--- config.mk ---
export PLATFORM = sky130hd
export DESIGN_NAME = multi_clock_divider
export DESIGN_NICKNAME = d
export VERILOG_FILES = /design/src/rtl/clk_div_pkg.sv /design/src/rtl/div_channel.sv /design/src/rtl/multi_clock_divider.sv
export SDC_FILE = /design/constraint.sdc
export NUM_CORES = 1
export LEC_CHECK = 0
export ABC_CLOCK_PERIOD_IN_PS = 4000
export BUFFER_PORTS_ARGS = -buffer_cell sky130_fd_sc_hd__buf_2
export CAP_MARGIN = 10
export CORE_MARGIN = 4
export CORE_UTILIZATION = 50
export CTS_CLUSTER_SIZE = 12
export DETAILED_ROUTE_END_ITERATION = 12
export PLACE_DENSITY = 0.74
export SYNTH_ARGS = -nofsm -noshare
export SYNTH_HDL_FRONTEND = slang
export SYNTH_SLANG_ARGS = --single-unit
--- constraint.sdc ---
create_clock -name clk -period 4 [get_ports clk]
set_input_delay 0.2 -clock clk [delete_from_list [all_inputs] [get_ports clk]]
set_output_delay 0.2 -clock clk [all_outputs]
set_load 0.05 [all_outputs]
--- src/rtl/clk_div_pkg.sv ---
// Shared types, default constants and clamp helper for the multi-channel clock divider.
package clk_div_pkg;

  typedef enum logic [1:0] {
    SPD_NONE,
    SPD_UP,
    SPD_DOWN,
    SPD_RESET
  } speed_cmd_t;

  localparam int DEF_NUM_CH       = 2;
  localparam int DEF_CNT_W        = 16;
  localparam int DEF_DEFAULT_HALF = 16;
  localparam int DEF_STEP         = 4;
  localparam int DEF_MIN_HALF     = 4;
  localparam int DEF_MAX_HALF     = 64;

  // Operates on a 32-bit container so callers of any CNT_W up to 31 can share it.
  function automatic logic [31:0] clamp_half(input logic [31:0] v,
                                             input logic [31:0] lo,
                                             input logic [31:0] hi);
    logic [31:0] r;
    r = v;
    if (v < lo) r = lo;
    else if (v > hi) r = hi;
    return r;
  endfunction

endpackage

--- src/rtl/div_channel.sv ---
// One divider channel: half-period counter, latched divisor, divided clock and rise strobe.
module div_channel
  import clk_div_pkg::*;
#(
  parameter int CNT_W        = DEF_CNT_W,
  parameter int DEFAULT_HALF = DEF_DEFAULT_HALF
) (
  input  logic             clk,
  input  logic             reset_n,
  input  logic [CNT_W-1:0] active,
  output logic             outclk,
  output logic             rise_tick
);

  localparam logic [CNT_W-1:0] HALF_RST = CNT_W'(DEFAULT_HALF);

  logic [CNT_W-1:0] cnt_q, cnt_d;
  logic [CNT_W-1:0] cur_q, cur_d;
  logic             outclk_q, outclk_d;
  logic             tick_q, tick_d;
  logic             wrap;

  assign wrap = (cnt_q == (cur_q - CNT_W'(1)));

  // The divisor is only sampled at a toggle, so a phase always runs its full length.
  always_comb begin
    cnt_d    = cnt_q + CNT_W'(1);
    cur_d    = cur_q;
    outclk_d = outclk_q;
    tick_d   = 1'b0;
    if (wrap) begin
      cnt_d    = '0;
      cur_d    = active;
      outclk_d = ~outclk_q;
      tick_d   = ~outclk_q;
    end
  end

  always_ff @(posedge clk or negedge reset_n) begin
    if (!reset_n) begin
      cnt_q    <= '0;
      cur_q    <= HALF_RST;
      outclk_q <= 1'b0;
      tick_q   <= 1'b0;
    end else begin
      cnt_q    <= cnt_d;
      cur_q    <= cur_d;
      outclk_q <= outclk_d;
      tick_q   <= tick_d;
    end
  end

  assign outclk    = outclk_q;
  assign rise_tick = tick_q;

endmodule

--- src/rtl/multi_clock_divider.sv ---
// Multi-channel 50%-duty clock divider with shared speed up/down/reset control
// and per-channel base half-period configuration.
module multi_clock_divider
  import clk_div_pkg::*;
#(
  parameter int NUM_CH       = DEF_NUM_CH,
  parameter int CNT_W        = DEF_CNT_W,
  parameter int DEFAULT_HALF = DEF_DEFAULT_HALF,
  parameter int STEP         = DEF_STEP,
  parameter int MIN_HALF     = DEF_MIN_HALF,
  parameter int MAX_HALF     = DEF_MAX_HALF,
  localparam int CH_W        = (NUM_CH > 1) ? $clog2(NUM_CH) : 1
) (
  input  logic              clk,
  input  logic              reset_n,
  input  logic              speed_up_event,
  input  logic              speed_down_event,
  input  logic              speed_reset_event,
  input  logic              cfg_we,
  input  logic [CH_W-1:0]   cfg_ch,
  input  logic [CNT_W-1:0]  cfg_half,
  output logic [CNT_W-1:0]  half_rd,
  output logic [NUM_CH-1:0] outclk,
  output logic [NUM_CH-1:0] rise_tick
);

  localparam logic [CNT_W-1:0] HALF_RST = CNT_W'(DEFAULT_HALF);
  localparam logic [CNT_W:0]   STEP_W   = (CNT_W+1)'(STEP);

  logic up_prev_q, dn_prev_q, rs_prev_q;
  logic up_edge, dn_edge, rs_edge;
  speed_cmd_t cmd;

  logic [NUM_CH-1:0][CNT_W-1:0] base_q, base_d;
  logic [NUM_CH-1:0][CNT_W-1:0] active_q, active_d;

  function automatic logic [CNT_W-1:0] clamp_cnt(input logic [CNT_W:0] v);
    logic [31:0] c;
    c = clamp_half(32'(v), 32'(MIN_HALF), 32'(MAX_HALF));
    return c[CNT_W-1:0];
  endfunction

  function automatic logic [CNT_W-1:0] step_up(input logic [CNT_W-1:0] a);
    logic [CNT_W:0] w;
    w = ({1'b0, a} > STEP_W) ? ({1'b0, a} - STEP_W) : '0;
    return clamp_cnt(w);
  endfunction

  function automatic logic [CNT_W-1:0] step_down(input logic [CNT_W-1:0] a);
    return clamp_cnt({1'b0, a} + STEP_W);
  endfunction

  assign up_edge = speed_up_event    & ~up_prev_q;
  assign dn_edge = speed_down_event  & ~dn_prev_q;
  assign rs_edge = speed_reset_event & ~rs_prev_q;

  always_comb begin
    cmd = SPD_NONE;
    if (rs_edge)                  cmd = SPD_RESET;
    else if (up_edge && !dn_edge) cmd = SPD_UP;
    else if (dn_edge && !up_edge) cmd = SPD_DOWN;
  end

  // Shared command first, then a cfg write replaces the result on its own channel.
  always_comb begin
    base_d   = base_q;
    active_d = active_q;
    for (int i = 0; i < NUM_CH; i++) begin
      unique case (cmd)
        SPD_RESET: active_d[i] = base_q[i];
        SPD_UP:    active_d[i] = step_up(active_q[i]);
        SPD_DOWN:  active_d[i] = step_down(active_q[i]);
        SPD_NONE:  active_d[i] = active_q[i];
      endcase
      if (cfg_we && (cfg_ch == CH_W'(i))) begin
        base_d[i]   = clamp_cnt({1'b0, cfg_half});
        active_d[i] = clamp_cnt({1'b0, cfg_half});
      end
    end
  end

  always_ff @(posedge clk or negedge reset_n) begin
    if (!reset_n) begin
      up_prev_q <= 1'b0;
      dn_prev_q <= 1'b0;
      rs_prev_q <= 1'b0;
      base_q    <= {NUM_CH{HALF_RST}};
      active_q  <= {NUM_CH{HALF_RST}};
    end else begin
      up_prev_q <= speed_up_event;
      dn_prev_q <= speed_down_event;
      rs_prev_q <= speed_reset_event;
      base_q    <= base_d;
      active_q  <= active_d;
    end
  end

  always_comb begin
    half_rd = '0;
    for (int i = 0; i < NUM_CH; i++) begin
      if (cfg_ch == CH_W'(i)) half_rd = active_q[i];
    end
  end

  for (genvar g = 0; g < NUM_CH; g++) begin : g_ch
    div_channel #(
      .CNT_W        (CNT_W),
      .DEFAULT_HALF (DEFAULT_HALF)
    ) u_div_channel (
      .clk       (clk),
      .reset_n   (reset_n),
      .active    (active_q[g]),
      .outclk    (outclk[g]),
      .rise_tick (rise_tick[g])
    );
  end

endmodule

==> impl_metrics.env <==
export IMPL_ys_types=75
export IMPL_cts_root_buf="clkbuf_16"
export IMPL_post_cts_buffers=0
export IMPL_vias=7085
export IMPL_pwr_share_comb=0.139
export IMPL_clock_sinks=135
export IMPL_clk_latency_ps=430
export IMPL_htreeDepth=4
export IMPL_synth_warnings=0
export IMPL_period_minus_slack_ps=3260
export IMPL_pin_count=43
export IMPL_avgSynthCellArea_um2=8.88
export IMPL_cp_slowest_cell="dfrtp_1"
export IMPL_final_area_um2=9500
export IMPL_p_int_mw=2.84
export IMPL_grt_max_degree=107
export IMPL_drtIter0Drc=658
export IMPL_cp_required_ps=4330
export IMPL_cts_tree="yes"
export IMPL_initial_core_util=0.510
export IMPL_synth_edf_count=0
export IMPL_p_sw_frac=0.259
export IMPL_ys_ff_latch=135
export IMPL_p_sw_mw=0.991
export IMPL_fin_skew_ps=8.81
export IMPL_yosys_area_top_type="dfrtp_1"
export IMPL_hold_viol=0
export IMPL_core_area_um2=16600
export IMPL_grt_ovfl_total=0
export IMPL_die_y_um=138
export IMPL_drv_cap=0
export IMPL_area_delta_synth_final_pct=12.3
export IMPL_cts_clk_slew_worst_paths_ps=60
export IMPL_min_path_type="input port to flop"
export IMPL_yosysMostFrequentCell="dfrtp_1"
export IMPL_synth_area_leaders="dfrtp_1 (38%), nor2_1 (5.1%), xor2_1 (4.1%)"
export IMPL_p_total_mw=3.83
export IMPL_drt_total_wl_mm=20.8
export IMPL_grt_antenna_before_repair=1
export IMPL_drcViolationCount=0
export IMPL_max_stage_delay_ps=610
export IMPL_r2r_setup_slack_ps=740
export IMPL_numPortBuffers=42
export IMPL_place_area_um2=8760
export IMPL_die_x_um=138
export IMPL_avgViaCountPerCell=5.93
export IMPL_finish_net_count=999
export IMPL_grt_setup_unrepaired="no"
export IMPL_min_period_over_period=0.814
export IMPL_cp_arrival_ps=3580
export IMPL_drt_pass1_iter_count=5
export IMPL_cp_start_kind="flop"
export IMPL_dieArea_um2=19100
export IMPL_cts_buffers=17
export IMPL_crit_chain="ha_1, nand4_1, or4b_1, a2111oi_0, and4_1, and2_1, a221oi_1, o311ai_1"
export IMPL_synth_area_um2=8460
export IMPL_ys_flop_type="dfrtp_1"
export IMPL_critPathKind="flop to flop"
export IMPL_final_layout_size_suffix_gt1_frac=0.133
export IMPL_grt_usage=0.223
export IMPL_relSlewSlack=0.359
export IMPL_syn_nets=990
export IMPL_synth_seq_area_share=0.400
export IMPL_status="finished clean"
export IMPL_grt_pass1_vias=6959
export IMPL_final_antenna_net_count=0
export IMPL_worstPathMaxFanout=19
export IMPL_clock_path_buffers=2
export IMPL_setup_viol=0
export IMPL_clock_fmax_mhz=307
export IMPL_finalSetupTns_ps=0
export IMPL_leakage_nw=4.31
export IMPL_worstMarginPinSlew_ps=962
export IMPL_ys_top_cells_by_count="dfrtp_1 (129), nor2_1 (114), nand2_1 (82)"
export IMPL_power_frac_seq=0.374
export IMPL_ir_worst_vdd_v=0.000316
export IMPL_wl_per_cell_um=17.4
export IMPL_pwr_density_cell_nw_per_um2=403
export IMPL_hpwlAfterDp_mm=14.3
export IMPL_hold_buffers=4
export IMPL_place_congestion=0.919
export IMPL_endpoint_kind="flop"
export IMPL_yosysTopAreaCellShare=0.382
export IMPL_ys_async_sr_fraction=1.00
export IMPL_rows=47
export IMPL_syn_inst=952
export IMPL_cts_resized=0
export IMPL_p_clk_frac=0.487
export IMPL_drv_slew=0
export IMPL_grt_pass1_wl_mm=35.3
export IMPL_antenna_cells=0
flip-flops by register name, summed over array words and instances, names as in the netlist:
signal,count
g_ch.u_div_channel.cnt_q,32
g_ch.u_div_channel.outclk,2
dn_prev_q,1
base_q,32
up_prev_q,1
g_ch.u_div_channel.rise_tick,2
active_q,32
g_ch.u_div_channel.cur_q,32
rs_prev_q,1
layout by cell type (no fill, tap or decap), drive strengths merged, types with 23 or more instances in the layout:
master  Yosys  final
mux2       42     42
a21oi      41     41
o21ai      36     36
xnor2      39     39
nor2      114    114
xor2       40     40
and2       23     23
nand2      82     82
nor3       27     27
dfrtp     129    129
nand3      54     54
buf        20     52
kinds of logic (layout without fill, tap and decap cells):
kind of cell | after synthesis | in the layout | share of synthesized area
AO/OA/AOI/OAI | 168 | 168 | 0.130
adder cells (fa/ha/maj) | 16 | 16 | 0.0234
AND/OR/NAND/NOR | 410 | 410 | 0.249
XOR/XNOR | 79 | 79 | 0.0818
multiplexers | 56 | 56 | 0.0725
buffers and inverters | 88 | 110 | 0.0432
flip-flops | 135 | 135 | 0.400
critical path: cells and delay by family, from the launching register on:
family | cells | cell delay [ps]
and+or+nand+nor | 4 | 1270
AOI/OAI and AO/OA | 3 | 870
DFF | 1 | 610
adders and majority gates | 1 | 410
worst paths after layout:
check                                  from                             end  cells past startpoint
worst min-delay path            cfg_half[4]                       base_q[4]                      3
worst max register to register  active_q[2]                     active_q[5]                      8
min in group asynchronous           reset_n                     active_q[6]                      2
worst min register to register    base_q[4]                       base_q[4]                      2
max in group asynchronous           reset_n  g_ch[0].u_div_channel.cur_q[4]                      3
worst max-delay path            active_q[2]                     active_q[5]                      8
power groups by stage:
stage,Clock [mW],Combinational [mW],Sequential [mW]
CTS,1.88,0.530,1.43
global route,1.95,0.589,1.44
floorplan,0,0.404,1.42
detailed placement,0,0.519,1.46
finish,1.86,0.534,1.43
global placement,0,0.516,1.45
routing by layer:
| metal | global-route usage | share of wire | vias up |
|---|---|---|---|
| li1 | - | - | 3405 |
| met1 | 0.315 | 0.47 | 3411 |
| met2 | 0.342 | 0.45 | 223 |
| met3 | 0.0421 | 0.052 | 44 |
| met4 | 0.0874 | 0.024 | 2 |
| met5 | 0 | 0.00034 | - |
area by class of cell:
class                   instances  area (um2)
fillers                      1464        7080
multi-input cells             729        4710
flip-flops and latches        135        3390
clock buffers                  20         457
repair buffers                 56         344
well taps                     220         275
clock inverters                12         246
inverters                      22        82.6
through the flow:
stage | utilization | instances | setup WS, ps | hold WS [ps]
2_1_floorplan | - | 952 | 1220 | -95.6
3_3_place_gp | 0.528 | 1158 | 949 | 321
6_report | 0.573 | 1194 | 744 | 57.0
4_1_cts | 0.573 | 1194 | 786 | 64.5
5_1_grt | 0.573 | 1194 | 386 | 79.7
3_5_place_dp | 0.528 | 1158 | 790 | 324
Power figures use the tool's default switching activity.
